## src/rtl/mips_mem_pkg.sv

```systemverilog
// Shared MIPS32 data-memory definitions: size codes, LSU FSM states, byte enables
// and the store lane-placement helpers used by dmem_lsu.
package mips_mem_pkg;

    localparam logic [1:0] SZ_BYTE = 2'd0;
    localparam logic [1:0] SZ_HALF = 2'd1;
    localparam logic [1:0] SZ_WORD = 2'd2;

    localparam logic [1:0] IDLE   = 2'd0;
    localparam logic [1:0] ACCESS = 2'd1;
    localparam logic [1:0] DATA   = 2'd2;
    localparam logic [1:0] RESP   = 2'd3;

    localparam logic [3:0] WEA_NONE = 4'b0000;
    localparam logic [3:0] WEA_ALL  = 4'b1111;

    // Reserved size code 3 behaves as a word everywhere.
    function automatic logic [3:0] store_wea(input logic [1:0] size, input logic [1:0] off);
        logic [3:0] wea;
        case (size)
            SZ_BYTE: wea = 4'b0001 << off;
            SZ_HALF: wea = off[1] ? 4'b1100 : 4'b0011;
            default: wea = WEA_ALL;
        endcase
        return wea;
    endfunction

    function automatic logic [31:0] store_dina(input logic [1:0] size, input logic [31:0] wdata);
        logic [31:0] dina;
        case (size)
            SZ_BYTE: dina = {4{wdata[7:0]}};
            SZ_HALF: dina = {2{wdata[15:0]}};
            default: dina = wdata;
        endcase
        return dina;
    endfunction

    function automatic logic is_misaligned(input logic [1:0] size, input logic [1:0] off);
        logic bad;
        case (size)
            SZ_BYTE: bad = 1'b0;
            SZ_HALF: bad = off[0];
            default: bad = (off != 2'd0);
        endcase
        return bad;
    endfunction

endpackage

```

## src/rtl/dmem_lsu_if.sv

```systemverilog
// Request/response handshake bundle between the MEM stage (master) and dmem_lsu (slave).
interface dmem_lsu_if;
    logic        req_valid;
    logic        req_ready;
    logic        req_we;
    logic [1:0]  req_size;
    logic        req_signed;
    logic [31:0] req_addr;
    logic [31:0] req_wdata;
    logic        resp_valid;
    logic        resp_ready;
    logic [31:0] resp_rdata;
    logic        resp_err;

    modport master (
        output req_valid, req_we, req_size, req_signed, req_addr, req_wdata, resp_ready,
        input  req_ready, resp_valid, resp_rdata, resp_err
    );

    modport slave (
        input  req_valid, req_we, req_size, req_signed, req_addr, req_wdata, resp_ready,
        output req_ready, resp_valid, resp_rdata, resp_err
    );
endinterface

```

## src/rtl/dmem_lane_extract.sv

```systemverilog
// Combinational little-endian lane select and sign/zero extension of a RAM read word.
module dmem_lane_extract
    import mips_mem_pkg::*;
(
    input  logic [31:0] douta,
    input  logic [1:0]  off,
    input  logic [1:0]  size,
    input  logic        sgn,
    output logic [31:0] result
);

    logic [7:0]  lane [4];
    logic [7:0]  byte_sel;
    logic [15:0] half_sel;

    generate
        for (genvar gi = 0; gi < 4; gi++) begin : g_lane
            assign lane[gi] = douta[8*gi +: 8];
        end
    endgenerate

    assign byte_sel = lane[off];
    assign half_sel = off[1] ? douta[31:16] : douta[15:0];

    always_comb begin
        result = douta;
        case (size)
            SZ_BYTE: result = {{24{sgn & byte_sel[7]}}, byte_sel};
            SZ_HALF: result = {{16{sgn & half_sel[15]}}, half_sel};
            default: result = douta;
        endcase
    end

endmodule

```

## src/rtl/dmem_lsu.sv

```systemverilog
// MIPS32 load/store unit driving a synchronous byte-writable RAM with 1-cycle read latency.
// Optional misaligned-access trap: define DMEM_LSU_MISALIGN_EXC_EN.
module dmem_lsu
    import mips_mem_pkg::*;
#(
    parameter int ADDR_W = 17
) (
    input  logic              clk,
    input  logic              rst_n,
    dmem_lsu_if.slave         bus,
    output logic              ram_ena,
    output logic [ADDR_W-1:0] ram_addr,
    output logic [3:0]        ram_wea,
    output logic [31:0]       ram_dina,
    input  logic [31:0]       ram_douta
);

    logic [1:0]        state_reg;
    logic              req_ready_reg;
    logic              resp_valid_reg;
    logic [31:0]       resp_rdata_reg;
    logic              ram_ena_reg;
    logic [ADDR_W-1:0] ram_addr_reg;
    logic [3:0]        ram_wea_reg;
    logic [31:0]       ram_dina_reg;
    logic              we_reg;
    logic [1:0]        off_reg;
    logic [1:0]        size_reg;
    logic              signed_reg;
    logic [31:0]       load_data;
    logic              misaligned;
    logic              unused_addr_hi;

    // Bits above the RAM window are dropped without a range check.
    assign unused_addr_hi = ^bus.req_addr[31:ADDR_W+2];

`ifdef DMEM_LSU_MISALIGN_EXC_EN
    assign misaligned = is_misaligned(bus.req_size, bus.req_addr[1:0]);
`else
    assign misaligned = 1'b0;
`endif

    dmem_lane_extract u_extract (
        .douta  (ram_douta),
        .off    (off_reg),
        .size   (size_reg),
        .sgn    (signed_reg),
        .result (load_data)
    );

    always_ff @(posedge clk or negedge rst_n) begin
        if (!rst_n) begin
            state_reg      <= IDLE;
            req_ready_reg  <= 1'b1;
            resp_valid_reg <= 1'b0;
            resp_rdata_reg <= 32'd0;
            ram_ena_reg    <= 1'b0;
            ram_addr_reg   <= '0;
            ram_wea_reg    <= WEA_NONE;
            ram_dina_reg   <= 32'd0;
            we_reg         <= 1'b0;
            off_reg        <= 2'd0;
            size_reg       <= SZ_BYTE;
            signed_reg     <= 1'b0;
        end else begin
            case (state_reg)
                IDLE: begin
                    if (bus.req_valid) begin
                        req_ready_reg <= 1'b0;
                        we_reg        <= bus.req_we;
                        off_reg       <= bus.req_addr[1:0];
                        size_reg      <= bus.req_size;
                        signed_reg    <= bus.req_signed;
                        if (misaligned) begin
                            // Trap without touching the RAM.
                            state_reg      <= RESP;
                            resp_valid_reg <= 1'b1;
                            resp_rdata_reg <= 32'd0;
                        end else begin
                            state_reg    <= ACCESS;
                            ram_ena_reg  <= 1'b1;
                            ram_addr_reg <= bus.req_addr[ADDR_W+1:2];
                            ram_wea_reg  <= bus.req_we ? store_wea(bus.req_size, bus.req_addr[1:0])
                                                       : WEA_NONE;
                            ram_dina_reg <= store_dina(bus.req_size, bus.req_wdata);
                        end
                    end
                end
                ACCESS: begin
                    ram_ena_reg <= 1'b0;
                    ram_wea_reg <= WEA_NONE;
                    if (we_reg) begin
                        state_reg      <= RESP;
                        resp_valid_reg <= 1'b1;
                        resp_rdata_reg <= 32'd0;
                    end else begin
                        state_reg <= DATA;
                    end
                end
                DATA: begin
                    state_reg      <= RESP;
                    resp_valid_reg <= 1'b1;
                    resp_rdata_reg <= load_data;
                end
                RESP: begin
                    if (bus.resp_ready) begin
                        state_reg      <= IDLE;
                        resp_valid_reg <= 1'b0;
                        req_ready_reg  <= 1'b1;
                    end
                end
                default: begin
                    state_reg     <= IDLE;
                    req_ready_reg <= 1'b1;
                end
            endcase
        end
    end

`ifdef DMEM_LSU_MISALIGN_EXC_EN
    logic resp_err_reg;

    // Held through RESP; refreshed only when the next request is accepted.
    always_ff @(posedge clk or negedge rst_n) begin
        if (!rst_n) begin
            resp_err_reg <= 1'b0;
        end else if (state_reg == IDLE && bus.req_valid) begin
            resp_err_reg <= misaligned;
        end
    end

    assign bus.resp_err = resp_err_reg;
`else
    assign bus.resp_err = 1'b0;
`endif

    assign bus.req_ready  = req_ready_reg;
    assign bus.resp_valid = resp_valid_reg;
    assign bus.resp_rdata = resp_rdata_reg;
    assign ram_ena        = ram_ena_reg;
    assign ram_addr       = ram_addr_reg;
    assign ram_wea        = ram_wea_reg;
    assign ram_dina       = ram_dina_reg;

endmodule

```

## src/flat_wrapper.sv

```systemverilog
// flat-port wrapper written by rule: the top's interface ports become plain ports
module dmem_lsu_flat import mips_mem_pkg::*;
#(
    parameter int ADDR_W = 17
)
  (clk, rst_n, ram_ena, ram_addr, ram_wea, ram_dina, ram_douta, bus_req_valid, bus_req_we, bus_req_size, bus_req_signed, bus_req_addr, bus_req_wdata, bus_resp_ready, bus_req_ready, bus_resp_valid, bus_resp_rdata, bus_resp_err);
  dmem_lsu_if bus_i ();
  input  logic clk;
  input  logic rst_n;
  output logic ram_ena;
  output logic [ADDR_W-1:0] ram_addr;
  output logic [3:0] ram_wea;
  output logic [31:0] ram_dina;
  input  logic [31:0] ram_douta;
  input wire logic [$bits(bus_i.req_valid)-1:0] bus_req_valid;
  input wire logic [$bits(bus_i.req_we)-1:0] bus_req_we;
  input wire logic [$bits(bus_i.req_size)-1:0] bus_req_size;
  input wire logic [$bits(bus_i.req_signed)-1:0] bus_req_signed;
  input wire logic [$bits(bus_i.req_addr)-1:0] bus_req_addr;
  input wire logic [$bits(bus_i.req_wdata)-1:0] bus_req_wdata;
  input wire logic [$bits(bus_i.resp_ready)-1:0] bus_resp_ready;
  output wire logic [$bits(bus_i.req_ready)-1:0] bus_req_ready;
  output wire logic [$bits(bus_i.resp_valid)-1:0] bus_resp_valid;
  output wire logic [$bits(bus_i.resp_rdata)-1:0] bus_resp_rdata;
  output wire logic [$bits(bus_i.resp_err)-1:0] bus_resp_err;
  assign bus_i.req_valid = bus_req_valid;
  assign bus_i.req_we = bus_req_we;
  assign bus_i.req_size = bus_req_size;
  assign bus_i.req_signed = bus_req_signed;
  assign bus_i.req_addr = bus_req_addr;
  assign bus_i.req_wdata = bus_req_wdata;
  assign bus_i.resp_ready = bus_resp_ready;
  assign bus_req_ready = bus_i.req_ready;
  assign bus_resp_valid = bus_i.resp_valid;
  assign bus_resp_rdata = bus_i.resp_rdata;
  assign bus_resp_err = bus_i.resp_err;
  dmem_lsu #(.ADDR_W(ADDR_W)) u_core (.clk(clk), .rst_n(rst_n), .bus(bus_i), .ram_ena(ram_ena), .ram_addr(ram_addr), .ram_wea(ram_wea), .ram_dina(ram_dina), .ram_douta(ram_douta));
endmodule
```

## config.mk

```make
export PLATFORM = sky130hd
export DESIGN_NAME = dmem_lsu_flat
export DESIGN_NICKNAME = d
export VERILOG_FILES = /design/src/rtl/mips_mem_pkg.sv /design/src/rtl/dmem_lsu_if.sv /design/src/rtl/dmem_lane_extract.sv /design/src/rtl/dmem_lsu.sv /design/src/flat_wrapper.sv
export SDC_FILE = /design/constraint.sdc
export NUM_CORES = 1
export LEC_CHECK = 0
export BUFFER_PORTS_ARGS = -buffer_cell sky130_fd_sc_hd__clkbuf_2
export CAP_MARGIN = 20
export CORE_MARGIN = 4
export CORE_UTILIZATION = 48
export DETAILED_ROUTE_END_ITERATION = 6
export GPL_TIMING_DRIVEN = 1
export PLACE_DENSITY = 0.81
export SETUP_SLACK_MARGIN = 0.05
export SLEW_MARGIN = 15
export SYNTH_ARGS = -nofsm -noshare
export SYNTH_HDL_FRONTEND = slang
export SYNTH_SLANG_ARGS = --single-unit
```

## constraint.sdc

```tcl
create_clock -name clk -period 2.3 [get_ports clk]
set_clock_uncertainty 0.05 [all_clocks]
set_input_delay 0.23 -clock clk [delete_from_list [all_inputs] [get_ports clk]]
set_output_delay 0.23 -clock clk [all_outputs]
set_load 0.02 [all_outputs]
```

==> results of run 1 <==
metrics by stage:
step                 util  hold WS [ps]  power, mW  instances  area [um^2]
floorplan               -          -116       5.64        399         4530
global placement    0.598           259       6.83        666         5500
detailed placement  0.598           263       6.98        666         5500
CTS                 0.622          17.3       8.15        683         5720
global route        0.622          17.8       8.65        683         5720
finish              0.622          36.9       8.07        683         5720
cell usage in the layout (no fill, tap or decap), types with 4 or more instances in the layout:
cell type and instances:
a21oi_1 13, a221o_1 16, a22oi_1 7, a32o_1 9, buf_4 7, clkbuf_2 177, clkbuf_8 11, dfrtp_1 95
ha_1 4, inv_1 9, mux2_1 10, mux2_2 29, mux2i_1 36, nand2_1 47, nand2b_1 8, nand3_1 8
nor2_1 14, o21ai_0 11, o21ai_1 19, o221ai_1 7
cell families after synthesis:
family	Yosys count
other cells	1
flops	96
fa+ha+maj	4
buf+inv	41
simple gates	87
compound gates	95
mux	75
layout make-up:
cell class	count	area, um^2
clock inverter	4	53.8
fill	771	3470
sequential	96	2400
timing repair buffer	187	988
clock buffer	12	155
inverter	11	41.3
tap	111	139
multi-input combinational	262	1940
layer usage:
metal	vias to the layer above	track usage
met5	-	0
met4	0	0.0609
met3	12	0.0791
met2	166	0.385
met1	1840	0.265
li1	1781	-
power by group:
part	internal, mW	leakage (nW)	switching, mW
combinational	1.58	1.62	2.39
sequential	2.46	1.19	0.496
clock	0.565	0.0988	0.584
total	4.60	2.92	3.47
critical path, stage by stage, from the launching register on:
cell	delay, ps
dfrtp_1	440
inv_1	110
ha_1	310
nand2b_2	150
and2_4	230
and4b_2	370
a221o_1	310
path summary, 6_finish.rpt:
| check | startpoint | end | slack (ps) | depth (start not counted) |
|---|---|---|---|---|
| worst max register to register | u_core.state_reg[1] | u_core.bus.resp_rdata[23] | 200 | 6 |
| worst min register to register | u_core.ram_dina[31] | u_core.ram_dina[31] | 450 | 2 |
| worst max-delay path | u_core.state_reg[1] | u_core.bus.resp_rdata[23] | 200 | 6 |
| worst min-delay path | bus_req_addr[18] | u_core.ram_addr[16] | 40 | 2 |
| max in group asynchronous | rst_n | u_core.ram_addr[15] | 1110 | 3 |
| min in group asynchronous | rst_n | u_core.bus.resp_rdata[27] | 390 | 2 |
what timing repair did:
item,4_1_cts,5_1_grt
setup endpoints to repair,0,16
hold buffers,1,0
hold endpoints to repair,49,0
gates resized for setup,0,1
==> results by group, run 1 <==
Drt
  • Drt first pass iters: 4
  • Via-to-Cell Ratio: 5.56
  • Met1 WL: about 5000 um
  • Drc violations: 0
  • Drt wl/cell: 17.7 um
  • Initial drt markers: 154
  • Routed wire length on met2: between 5000 and 6000 um
  • Met3 wire len: 1110 um
  • Max layer used: met4
  • Post-DRT Antenna Nets: 0
  • Wirelength, routed: about 12,000 um
  • Routed via count: approximately 3.8k

Job
  • Max cap viols: 0

Timing
  • Slew @ Worst Pin: 687 ps
  • Max_slew headroom: 0.542
  • Final setup fails: 0
  • Final setup margin: 201 ps
  • Crit share post-route: 0.912
  • Final Critical Period: 2100 ps
  • Final Hold Fails: 0
  • RSZ-0062 raised after global routing: no
  • Fmax: 476 MHz
  • Setup TNS: 0 ps
  • Slew Limit Fails: 0

Logic synthesis
  • Compound-gate portion of the synthesized area: 0.151
  • Post-Syn Nets: 507
  • Sequential element share of the synthesized area: 0.531
  • Yosys reg bits: 96
  • Synth area leaders: dfrtp_1 53%, mux2i_1 8.0%, mux2_2 7.2%
  • Simple-Gate Fraction of Synth Area: 0.0873
  • XOR/XNOR Fraction of Synth Area: 0
  • Avg Inst Size Synth: between 10 and 15 um^2
  • Largest family of logic cells by synthesized area: multiplexers
  • Commonest cells in the netlist: 95 x dfrtp_1, 48 x nand2_1, 36 x mux2i_1
  • Top-count cell post-synth: dfrtp_1
  • Post-synth ARST share: 1.00
  • Synth cell types: 42
  • Share of the synthesized area in the top cell type: 0.525
  • Area leader, netlist: dfrtp_1
  • Yosys warnings: 0
  • Mapped Area: about 0.0045 mm^2
  • Post-Syn Instances: 399
  • Mux contribution to synthesized area: 0.177
  • EDFF count, synth: 0
  • Post-synth top flop: dfrtp_1
  • Post-Synth Adder-Cell Area: 0.0111

Floorplanning
  • Chip width: 105 um
  • Starting density of the core: 0.492
  • Die area: 0.0111 mm^2
  • Core area: 0.00920 mm^2
  • Die H: about 110 um
  • Boundary Pins: 193
  • Num rows: 35

Worst setup path
  • CP Data Arrival Time: approximately 2300 ps
  • Worst Path Required: 2490 ps
  • Worst setup EP type: flop
  • Setup CP Type: flop to flop
  • Max Fanout on Critical Path: 16
  • Setup crit start kind: flop

CTS
  • Post-CTS setup buffers: 0
  • Clk root buf: clkbuf_8
  • Clock transition at path regs: roughly 100 ps
  • Sink Count: 96
  • Clock tree buffer depth: 2
  • Clk_lat worst skew: 350 ps
  • H-tree depth reported by CTS: 3
  • CTS Buf Count: 9
  • CTS tree: built

Final layout
  • Ant. Diodes: 0
  • Share of layout cells above drive strength 1: 0.421
  • Net count, final: between 600 and 700
  • Syn-to-layout area delta: 26.4%

Global routing
  • Vias in the first global route: 4,033
  • Grt total ovfl: 0
  • First-pass GRT wire length: 19,900 um
  • GRT Overall Usage: 0.223
  • Largest net degree at the start of global routing: 82
  • Initial antenna violation count: 0

Power and ir drop
  • P_leak: 2.92 nW
  • Maximum vdd drop: 0.744 mV
  • Power Density: 1410 mW/mm^2

Place
  • HPWL after DPL: 9060 um
  • # port buffers: 178
  • Worst slack, placed: approximately 180 ps
  • RePlAce Congestion: just under 0.9

Worst hold path
  • Min-delay worst type: primary input to flop

Outcome
  • Outcome: complete, no violations
No activity file was read; power rests on OpenSTA's default activity.
==> run 2, diff against run 1 <==
--- a/config.mk
+++ b/config.mk
@@ -11,7 +11,7 @@
 export CORE_UTILIZATION = 48
 export DETAILED_ROUTE_END_ITERATION = 6
 export GPL_TIMING_DRIVEN = 1
-export PLACE_DENSITY = 0.81
+export PLACE_DENSITY = 0.84
 export SETUP_SLACK_MARGIN = 0.05
 export SLEW_MARGIN = 15
 export SYNTH_ARGS = -nofsm -noshare
==> results by group, run 2 (synthesis results as in run 1) <==
Worst setup path
  • CP Data Arrival Time: 2270 ps (-20 ps)
  • Max Fanout on Critical Path: 16 (unchanged)
  • Setup crit start kind: flop
  • Reg2reg path depth: 6 (unchanged)
  • Setup CP Type: flop to flop
  • Worst setup EP type: flop
  • Worst R2R Start: u_core.state_reg[1]
  • R2R Setup Slk: 230 ps (+30 ps)
  • FF-to-FF End: u_core.bus.resp_rdata[21]
  • Setup crit start: u_core.state_reg[1]
  • Worst Path Required: 2500 ps (about the same)

Final layout
  • Net count, final: 674 (-0.15%)
  • Post-Layout Inst Area: 0.00572 mm^2 (-0.11%)
  • Most frequent cells in the layout: 177 x clkbuf_2, 95 x dfrtp_1, 47 x nand2_1
  • Syn-to-layout area delta: 26.3%
  • Ant. Diodes: 0 (unchanged)
  • Most common cell after layout, fill and taps aside: clkbuf_2
  • Share of layout cells above drive strength 1: 0.420 (-0.00101)

Global routing
  • Vias in the first global route: 3,913 (-3.0%)
  • GRT Overall Usage: 0.219 (-0.00408)
  • First-pass GRT wire length: 19,700 um (-1.2%)
  • Largest net degree at the start of global routing: 82 (unchanged)
  • Initial antenna violation count: 0 (unchanged)
  • Grt total ovfl: 0 (unchanged)

Timing
  • RSZ-0062 raised after global routing: no
  • Slew Limit Fails: 0 (unchanged)
  • Final Hold Fails: 0 (unchanged)
  • Slew @ Worst Pin: 625 ps (-62.1 ps)
  • Setup TNS: 0 ps (unchanged)
  • Fmax: 484 MHz (+1.5%)
  • Final setup fails: 0 (unchanged)
  • Max_slew headroom: 0.583 (+0.0410)
  • Crit share post-route: 0.899 (-0.0134)
  • Final Critical Period: 2070 ps (-30.7 ps)

Drt
  • Drc violations: 0 (unchanged)
  • Post-DRT Antenna Nets: 0 (unchanged)
  • Initial drt markers: 152 (-1.3%)
  • Via-to-Cell Ratio: 5.58 (+0.25%)
  • Routed via count: 3,803 (+0.11%)
  • Drt wl/cell: 17.7 um (-0.21%)
  • Wirelength, routed: 12,000 um (-0.36%)
  • Drt first pass iters: 4 (unchanged)

CTS
  • Clock transition at path regs: 110 ps (about the same)
  • CTS Buf Count: 9 (unchanged)
  • Clock tree buffer depth: 2 (unchanged)
  • Sink Count: 96 (unchanged)
  • Post-CTS setup buffers: 0 (unchanged)
  • CTS tree: built
  • Clk root buf: clkbuf_8
  • H-tree depth reported by CTS: 3 (unchanged)
  • Clk_lat worst skew: 360 ps (about the same)

Worst hold path
  • Hold_sp: bus_req_addr[17]
  • Min-delay worst type: primary input to flop
  • Worst hold stages: 2 (unchanged)
  • Hold EP: u_core.ram_addr[15]

Floorplanning
  • Starting density of the core: 0.492 (unchanged)
  • Num rows: 35 (unchanged)
  • Die H: 105 um (unchanged)
  • Die area: 0.0111 mm^2 (unchanged)
  • Chip width: 105 um (unchanged)
  • Boundary Pins: 193 (unchanged)
  • Core area: 0.00920 mm^2 (unchanged)

Job
  • Max cap viols: 0 (unchanged)

Power and ir drop
  • P_leak: 2.91 nW (about the same)
  • Maximum vdd drop: 0.714 mV (-4.0%)
  • Power Density: 1420 mW/mm^2 (+0.36%)

Place
  • Dpl cell area: 0.00549 mm^2 (-0.27%)
  • # port buffers: 178 (unchanged)
  • HPWL after DPL: 9120 um (+0.66%)
  • RePlAce Congestion: 0.908 (+2.3%)

Outcome
  • Outcome: complete, no violations
[run 2: layout make-up]
cell class | instances | area [um^2]
Sequential cell | 96 | 2400
Fill cell | 752 | 3480
Tap cell | 111 | 139
Timing Repair Buffer | 186 | 983
Inverter | 11 | 41.3
Clock inverter | 7 | 83.8
Clock buffer | 9 | 124
Multi-Input combinational cell | 262 | 1940
[run 2: where the power goes]
group | switching, mW | internal (mW) | total, mW
Clock | 0.651 | 0.527 | 1.18
Combinational | 2.39 | 1.57 | 3.96
Sequential | 0.498 | 2.45 | 2.95
Total | 3.54 | 4.55 | 8.09
[run 2: through the flow]
stage	util	total power, mW	worst slack, ps	instances	hold slack [ps]
3_3_place_gp	0.597	6.81	261	664	172
4_1_cts	0.620	8.16	152	681	2.27
6_report	0.622	8.09	232	682	26.3
3_5_place_dp	0.597	6.97	172	664	180
5_1_grt	0.622	8.63	100	682	4.34
2_1_floorplan	-	5.64	347	399	-116
[run 2: repair_timing]
| action | 4_1_cts | 5_1_grt |
|---|---|---|
| endpoints found under the setup margin | 0 | 16 |
| hold endpoints to repair | 34 | 1 |
| hold buffers | 1 | 1 |
| resized for setup | 0 | 1 |
[run 2: critical path, cell delays in order (launching register included)]
cell      delay, ps
dfrtp_1         440
inv_1           100
ha_1            300
nand2b_2        150
and2_4          230
and4b_2         370
a221o_1         310
[run 2: how the worst max path moves through the flow]
stage | endpoint | depth (start not counted)
6_report | u_core.bus.resp_rdata[21] | 6
5_1_grt | u_core.bus.resp_rdata[23] | 6
4_1_cts | u_core.bus.resp_rdata[21] | 6
3_5_place_dp | u_core.bus.resp_rdata[21] | 6
3_3_place_gp | u_core.bus.resp_rdata[17] | 6
2_1_floorplan | u_core.bus.resp_rdata[16] | 9
[run 2: layer usage]
metal	vias to the layer above	routed length, um	part of all wire	GRT usage
met2	179	5870	0.49	0.364
li1	1771	-	-	-
met1	1832	4750	0.39	0.265
met5	-	0	0	0
met3	21	1160	0.096	0.0698
met4	0	258	0.021	0.0872
